`src/rtl/booth_mult_seq.sv`:
```
// Sequential radix-2 Booth multiplier: one add/sub + arithmetic shift per clock, start/done handshake.
// Define BOOTH_UNSIGNED_EN to add the tc port (tc=1 signed, tc=0 unsigned operands).
module booth_mult_seq #(
    parameter int WIDTH = 32
) (
    input  logic                 clk,
    input  logic                 rst_n,
    input  logic                 start,
`ifdef BOOTH_UNSIGNED_EN
    input  logic                 tc,
`endif
    input  logic [WIDTH-1:0]     multiplicand,
    input  logic [WIDTH-1:0]     multiplier,
    output logic                 busy,
    output logic                 done,
    output logic [2*WIDTH-1:0]   product
);

`ifdef BOOTH_UNSIGNED_EN
    // One extra operand bit lets unsigned operands be treated as positive signed numbers.
    localparam int EW = WIDTH + 1;
`else
    localparam int EW = WIDTH;
`endif
    localparam int AW = EW + 1;
    localparam int CW = $clog2(EW + 1);

    typedef enum logic [1:0] {IDLE, RUN, DONE} state_t;

    state_t         state, state_nxt;
    logic [AW-1:0]  a, m;
    logic [EW-1:0]  q;
    logic           q_m1;
    logic [CW-1:0]  cnt;

    logic [EW-1:0]  q_load;
    logic [AW-1:0]  m_load;
    logic [AW-1:0]  addend, sum, a_sh;
    logic [EW-1:0]  q_sh;
    logic           cin;
    logic           accept, last_step;

`ifdef BOOTH_UNSIGNED_EN
    logic ext_q, ext_m;
    assign ext_q  = tc & multiplier[WIDTH-1];
    assign ext_m  = tc & multiplicand[WIDTH-1];
    assign q_load = {ext_q, multiplier};
    assign m_load = {{2{ext_m}}, multiplicand};
`else
    assign q_load = multiplier;
    assign m_load = {multiplicand[WIDTH-1], multiplicand};
`endif

    assign accept    = start && (state == IDLE || state == DONE);
    assign last_step = (cnt == CW'(1));

    // Booth recode of {Q[0], q_m1}: subtract is A + ~M + 1.
    always_comb begin
        // NOTE: every always_comb output gets a default first so no path leaves it unassigned (no latch).
        addend = '0;
        cin    = 1'b0;
        case ({q[0], q_m1})
            2'b01:   addend = m;
            2'b10: begin
                addend = ~m;
                cin    = 1'b1;
            end
            default: ;
        endcase
        sum  = a + addend + {{(AW-1){1'b0}}, cin};
        a_sh = {sum[AW-1], sum[AW-1:1]};
        q_sh = {sum[0], q[EW-1:1]};
    end

    always_comb begin
        state_nxt = state;
        busy      = 1'b0;
        done      = 1'b0;
        case (state)
            IDLE: if (start) state_nxt = RUN;
            RUN: begin
                busy = 1'b1;
                if (last_step) state_nxt = DONE;
            end
            DONE: begin
                done      = 1'b1;
                state_nxt = start ? RUN : IDLE;
            end
            default: state_nxt = IDLE;
        endcase
    end

    always_ff @(posedge clk or negedge rst_n) begin
        // NOTE: sequential state uses non-blocking (<=) so all registers update from pre-edge values.
        if (!rst_n) state <= IDLE;
        else        state <= state_nxt;
    end

    always_ff @(posedge clk or negedge rst_n) begin
        if (!rst_n) begin
            a       <= '0;
            q       <= '0;
            q_m1    <= 1'b0;
            m       <= '0;
            cnt     <= '0;
            product <= '0;
        end else if (accept) begin
            a    <= '0;
            q    <= q_load;
            q_m1 <= 1'b0;
            m    <= m_load;
            cnt  <= CW'(EW);
        end else if (state == RUN) begin
            a    <= a_sh;
            q    <= q_sh;
            q_m1 <= q[0];
            cnt  <= cnt - CW'(1);
            if (last_step) product <= {a_sh[2*WIDTH-EW-1:0], q_sh};
        end
    end

endmodule
```
`config.mk`:
```
export PLATFORM = sky130hd
export DESIGN_NAME = booth_mult_seq
export DESIGN_NICKNAME = d
export VERILOG_FILES = /design/src/rtl/booth_mult_seq.sv
export SDC_FILE = /design/constraint.sdc
export NUM_CORES = 1
export LEC_CHECK = 0
export CAP_MARGIN = 15
export CORE_MARGIN = 5
export CORE_UTILIZATION = 55
export CTS_CLUSTER_DIAMETER = 30
export DETAILED_ROUTE_END_ITERATION = 12
export GPL_TIMING_DRIVEN = 0
export PLACE_DENSITY_LB_ADDON = 0.08
export SLEW_MARGIN = 20
export SYNTH_ARGS = -nofsm -noshare
export SYNTH_HDL_FRONTEND = slang
export SYNTH_SLANG_ARGS = --single-unit
```
`constraint.sdc`:
```
create_clock -name clk -period 4 [get_ports clk]
set_clock_uncertainty 0.2 [all_clocks]
set_input_delay 0.6 -clock clk [delete_from_list [all_inputs] [get_ports clk]]
set_output_delay 0.6 -clock clk [all_outputs]
set_load 0.05 [all_outputs]
```
* Yosys cells after proc, flatten, opt, wreduce, memory -nomap -nowiden
Cells that the tools add are included.
** Storage, ports and cells
- Register bits :: 170
- Output and inout bits :: 66
** Operators by class
- Add/sub/neg operators :: 3
- Equality and inequality tests :: 7
- Mux-type cells :: 16
- Bitwise gates (word level) :: 2
- Reductions and logical operators :: 6
** Operator list (count)
- 33-bit 2-to-1 mux :: 2
- 33-bit one-hot mux with 2 select lines :: 1
- 32-bit 2-to-1 mux :: 2
- 33-bit by 1-bit adder with 33-bit output :: 1
- 33-bit adder :: 1
- 33-bit inverter :: 1
- 6-bit 2-to-1 mux :: 2
- 6-bit by 1-bit equality test with 1-bit output, second input constant :: 1
- 1-bit 2-to-1 mux :: 6
- 2-bit one-hot mux with 3 select lines :: 1
- 6-bit by 1-bit subtractor with 6-bit output, second input constant :: 1
- 2-bit by 1-bit equality test with 1-bit output, second input constant :: 2
- 2-bit equality test, second input constant :: 2
- 2-bit 2-to-1 mux :: 2
- 2-bit != test, second input constant :: 2
- 3-bit AND reduction :: 1
- 2-bit logical NOT :: 1
- 2-bit AND reduction :: 1
- 2-bit nonzero test :: 1
- 1-bit logical AND :: 1
- 1-bit logical OR :: 1
- 1-bit inverter :: 1

* Longest topological paths before layout
- Word-level depth :: 6
- Mapped depth :: 14
- Gate-level depth less buffers :: 12

* Worst setup path before layout
OpenSTA, ideal clock, no wires.
- Path kind :: register -> register
- Start :: register q_m1
- End :: register product[53]
- Library setup time :: 0.125 ns
- Data arrival time :: 3.287 ns
- Required time :: 3.675 ns
- Path slack :: 0.388 ns
- Cell stages (with the launch flop) :: 15
- Clock period less this slack :: 3.612 ns
- Cell sequence :: dfrtp_1 nor2b_1 clkbuf_1 clkbuf_1 nand2_1 o21ai_0 fa_1 fa_1 a21o_1 a221oi_2 or2_2 o31ai_2 a221o_1 xor2_1 mux2_2
** Between the ends
- Word-level cells in the longest chain between the ends :: 4
- Elaborated cells on any way between the ends :: 6
** Ends and longest elaborated chain
- from (decl) :: line 33 : logic q_m1;
- from (signal assigned) :: line 116 : q_m1 <= q[0];
- 2-bit equality test / 2-bit by 1-bit equality test with 1-bit output (equally long branches) :: line 62 : case ({q[0], q_m1})
- 33-bit one-hot mux with 2 select lines :: line 62
- 33-bit adder :: line 70 : sum = a + addend + {{(AW-1){1'b0}}, cin};
- 33-bit by 1-bit adder with 33-bit output (*) :: line 70
- to (signal assigned) :: line 118 : if (last_step) product <= {a_sh[2*WIDTH-EW-1:0], q_sh};
- to (decl) :: line 16 : output logic [2*WIDTH-1:0] product
Every way passes the cells marked *; elsewhere a longest branch is shown, timed or not.
A chain may end at the register's enable or synchronous reset.

* Worst setup path after layout
Same ends and word-level chain as after synthesis.

==> results.sh <==
export IMPL_post_route_min_period_ns=3.839
export IMPL_critical_path_reg2reg_endpoint="product[53]$_DFFE_PN0P_"
export IMPL_critPathRequiredTime_ns=4.13
export IMPL_grt_pass1_wl_um=37940
export IMPL_number_of_synthesized_flops_with_an_enable_pin=0
export IMPL_hpwl_um=16870
export IMPL_postLayoutCoreUtil=0.7120
export IMPL_drt_vias_per_instance=5.638
export IMPL_detail_route_first_pass_iterations=8
export IMPL_grt_pass1_vias=7388
export IMPL_netlist_instances=976
export IMPL_maxClockFrequency_mhz=260.5
export IMPL_number_of_antenna_violations_at_the_first_check_in_global_routing=0
export IMPL_num_vias=7640
export IMPL_route_met3_wl_um=1149
export IMPL_std_cell_rows=45
export IMPL_cts_tree="done"
export IMPL_finished_layout_cell_area_um2=10900
export IMPL_register_area_um2=4229
export IMPL_chip_width_um=135.3
export IMPL_numPortBuffers=132
export IMPL_drt_first_iter_violations=638
export IMPL_mostFrequentLayoutCell="sky130_fd_sc_hd__nand2_1"
export IMPL_setup_viol=0
export IMPL_io_pins=133
export IMPL_cts_clk_slew_worst_paths_ns=0.07
export IMPL_yosysWarningCount=0
export IMPL_worst_hold_path_type="input pin to async pin"
export IMPL_end_kind="flip-flop"
export IMPL_htree_num_levels=4
export IMPL_final_setup_tns_ns=0
export IMPL_grt_start_max_net_pins=100
export IMPL_syn_num_nets=1078
export IMPL_commonest_cells_after_routing_fill_and_taps_aside="372 x sky130_fd_sc_hd__nand2_1, 169 x sky130_fd_sc_hd__dfrtp_1, 131 x sky130_fd_sc_hd__clkdlybuf4s50_1"
export IMPL_post_synth_cell_area_avg_um2=8.849
export IMPL_grt_setup_unrepaired="false"
export IMPL_total_standard_cell_area_after_synthesis_um2=8637
export IMPL_grt_util_all_layers=0.2620
export IMPL_outcome="complete, but fails checks"
export IMPL_final_hold_viol_count=11
export IMPL_post_dp_cell_area_um2=10280
export IMPL_clock_tree_root_cell="sky130_fd_sc_hd__clkbuf_16"
export IMPL_failed_checks="hold timing"
export IMPL_transition_time_of_the_tightest_slew_check_pin_ns=0.7740
export IMPL_worstPathArrival_ns=3.97
export IMPL_multiInputGateArea_um2=4190
export IMPL_cp_startpoint="q_m1$_DFFE_PN0P_"
export IMPL_ys_top_cells_by_area="sky130_fd_sc_hd__dfrtp_1 49%, sky130_fd_sc_hd__nand2_1 16%, sky130_fd_sc_hd__ha_1 4.8%"
export IMPL_r2r_cells=14
export IMPL_criticalPathCategory="flip-flop to flip-flop"
export IMPL_detail_route_wl_per_cell_um=17.21
export IMPL_yosys_register_bits=169
export IMPL_synth_cell_types=58
export IMPL_detail_route_wirelength_met1_um=10980
export IMPL_dpl_worst_slack_ns=-0.08310
export IMPL_fin_crit_sh=0.9598
export IMPL_initial_utilization=0.5640
export IMPL_filler_cell_count=1252
export IMPL_die_height_um=135.3
export IMPL_synthToLayoutAreaGrowth_pct=26.25
export IMPL_drc=0
export IMPL_synth_top_area_cell="sky130_fd_sc_hd__dfrtp_1"
export IMPL_route_final_wire_length_um=23330
export IMPL_finalWorstSetupSlack_ns=0.1607
export IMPL_dominantRegCellSynth="sky130_fd_sc_hd__dfrtp_1"
export IMPL_die_area_um2=18310
export IMPL_cts_inserted_buffers=17
export IMPL_asyncSetResetFlopFracSynth=1.000
export IMPL_diodes=0
export IMPL_synth_sequential_area_ratio=0.4896
export IMPL_met2WireLength_um=10660
export IMPL_regToRegSetupSlack_ns=0.16
export IMPL_slew_limit_headroom=0.4840
export IMPL_max_cap_violations=0
export IMPL_dr_max_layer_used="met4"
export IMPL_clock_path_buffers=2
export IMPL_synth_top_cell_area_share=0.4896
export IMPL_crit_fanout=10
export IMPL_fin_worst_hold_slack_ns=-0.02064
export IMPL_category_of_the_worst_setup_path_launch_point="flip-flop"
export IMPL_holdBufCountCts=0
export IMPL_clock_sinks=169
export IMPL_drt_antenna_violating_nets=0
export IMPL_floorplan_core_area_um2=15310
export IMPL_final_layout_size_suffix_gt1_frac=0.06731
export IMPL_grt_overflow=0
export IMPL_r2r_start="q_m1$_DFFE_PN0P_"
export IMPL_timing_max_transition_violations_final=0
export IMPL_place_gp_congestion=0.9097
export IMPL_nNetsFinal=1233
export IMPL_clk_insertion_delay_late_ns=0.44
-- Yosys cell counts, types with 13 or more instances --
| cell | number |
|---|---|
| sky130_fd_sc_hd__nand2_1 | 372 |
| sky130_fd_sc_hd__a22oi_1 | 32 |
| sky130_fd_sc_hd__o21ai_0 | 72 |
| sky130_fd_sc_hd__nand3_1 | 14 |
| sky130_fd_sc_hd__ha_1 | 33 |
| sky130_fd_sc_hd__a21oi_1 | 40 |
| sky130_fd_sc_hd__xnor2_1 | 17 |
| sky130_fd_sc_hd__a22o_1 | 23 |
| sky130_fd_sc_hd__nor2_1 | 23 |
| sky130_fd_sc_hd__xor2_1 | 13 |
| sky130_fd_sc_hd__clkbuf_1 | 44 |
| sky130_fd_sc_hd__dfrtp_1 | 169 |
-- kinds of logic (layout without fill, tap and decap cells) --
kind of cell,count (synthesis),after routing,synth area share
flops,169,169,0.4896
xor+xnor,31,31,0.03231
compound gates,216,216,0.1709
mux,16,16,0.02028
fa+ha+maj,35,35,0.05244
simple gates,445,445,0.2057
buf+inv,64,232,0.02868
-- repair_timing --
| item | in CTS | in global routing |
|---|---|---|
| gates cloned | 0 | 0 |
| setup buffers | 0 | 2 |
| gates resized for setup | 7 | 10 |
| setup endpoints to repair | 7 | 22 |
| pin swaps | 0 | 3 |
-- area by class of cell --
cell class	count	share of cell area
well taps	211	0.02421
repair buffers	136	0.1281
clock buffers	17	0.03901
clock inverters	15	0.01308
flip-flops and latches	169	0.3878
multi-input cells	743	0.3843
plain buffers	54	0.02008
inverters	10	0.003442
-- stage by stage --
step,instances,hold WS [ns]
global route,1355,0.01843
global placement,1319,0.2563
CTS,1353,0.003228
finish,1355,-0.02064
detailed placement,1321,0.2614
floorplan,976,0.1044
-- state kept, by name, indices dropped and copies added (netlist names) --
signal,cells
m,32
cnt,6
a,32
q,32
q_m1,1
product,64
state,2
-- worst max-delay path by stage --
| stage | to | slack (ns) | depth (start not counted) |
|---|---|---|---|
| 2_1_floorplan | product[53]$_DFFE_PN0P_ | 0.39 | 14 |
| 3_3_place_gp | product[25]$_DFFE_PN0P_ | -4.88 | 1 |
| 3_5_place_dp | product[53]$_DFFE_PN0P_ | -0.08 | 12 |
| 4_1_cts | product[53]$_DFFE_PN0P_ | 0.02 | 14 |
| 5_1_grt | product[53]$_DFFE_PN0P_ | 0.04 | 14 |
| 6_report | product[53]$_DFFE_PN0P_ | 0.16 | 14 |
-- metal layers --
layer / track usage / vias up
met5: 0 / -
li1: - / 3630
met2: 0.3949 / 232
met4: 0.08455 / 0
met1: 0.3832 / 3736
met3: 0.05089 / 42
-- critical path, stage by stage, from the launching register on --
cell and delay, ns:
sky130_fd_sc_hd__dfrtp_1 0.38, sky130_fd_sc_hd__nor2b_1 0.13, sky130_fd_sc_hd__clkbuf_1 0.16, sky130_fd_sc_hd__buf_4 0.20, sky130_fd_sc_hd__nand2_1 0.07, sky130_fd_sc_hd__o21ai_0 0.09, sky130_fd_sc_hd__fa_1 0.43, sky130_fd_sc_hd__fa_2 0.37
sky130_fd_sc_hd__a21o_1 0.23, sky130_fd_sc_hd__a221oi_4 0.29, sky130_fd_sc_hd__or2_4 0.19, sky130_fd_sc_hd__o31ai_2 0.10, sky130_fd_sc_hd__a221o_2 0.42, sky130_fd_sc_hd__xor2_1 0.19, sky130_fd_sc_hd__mux2_2 0.28
Power is left out: the tool's default activity adds up to more than one toggle a clock period on the data nets, which glitch-free logic cannot reach.
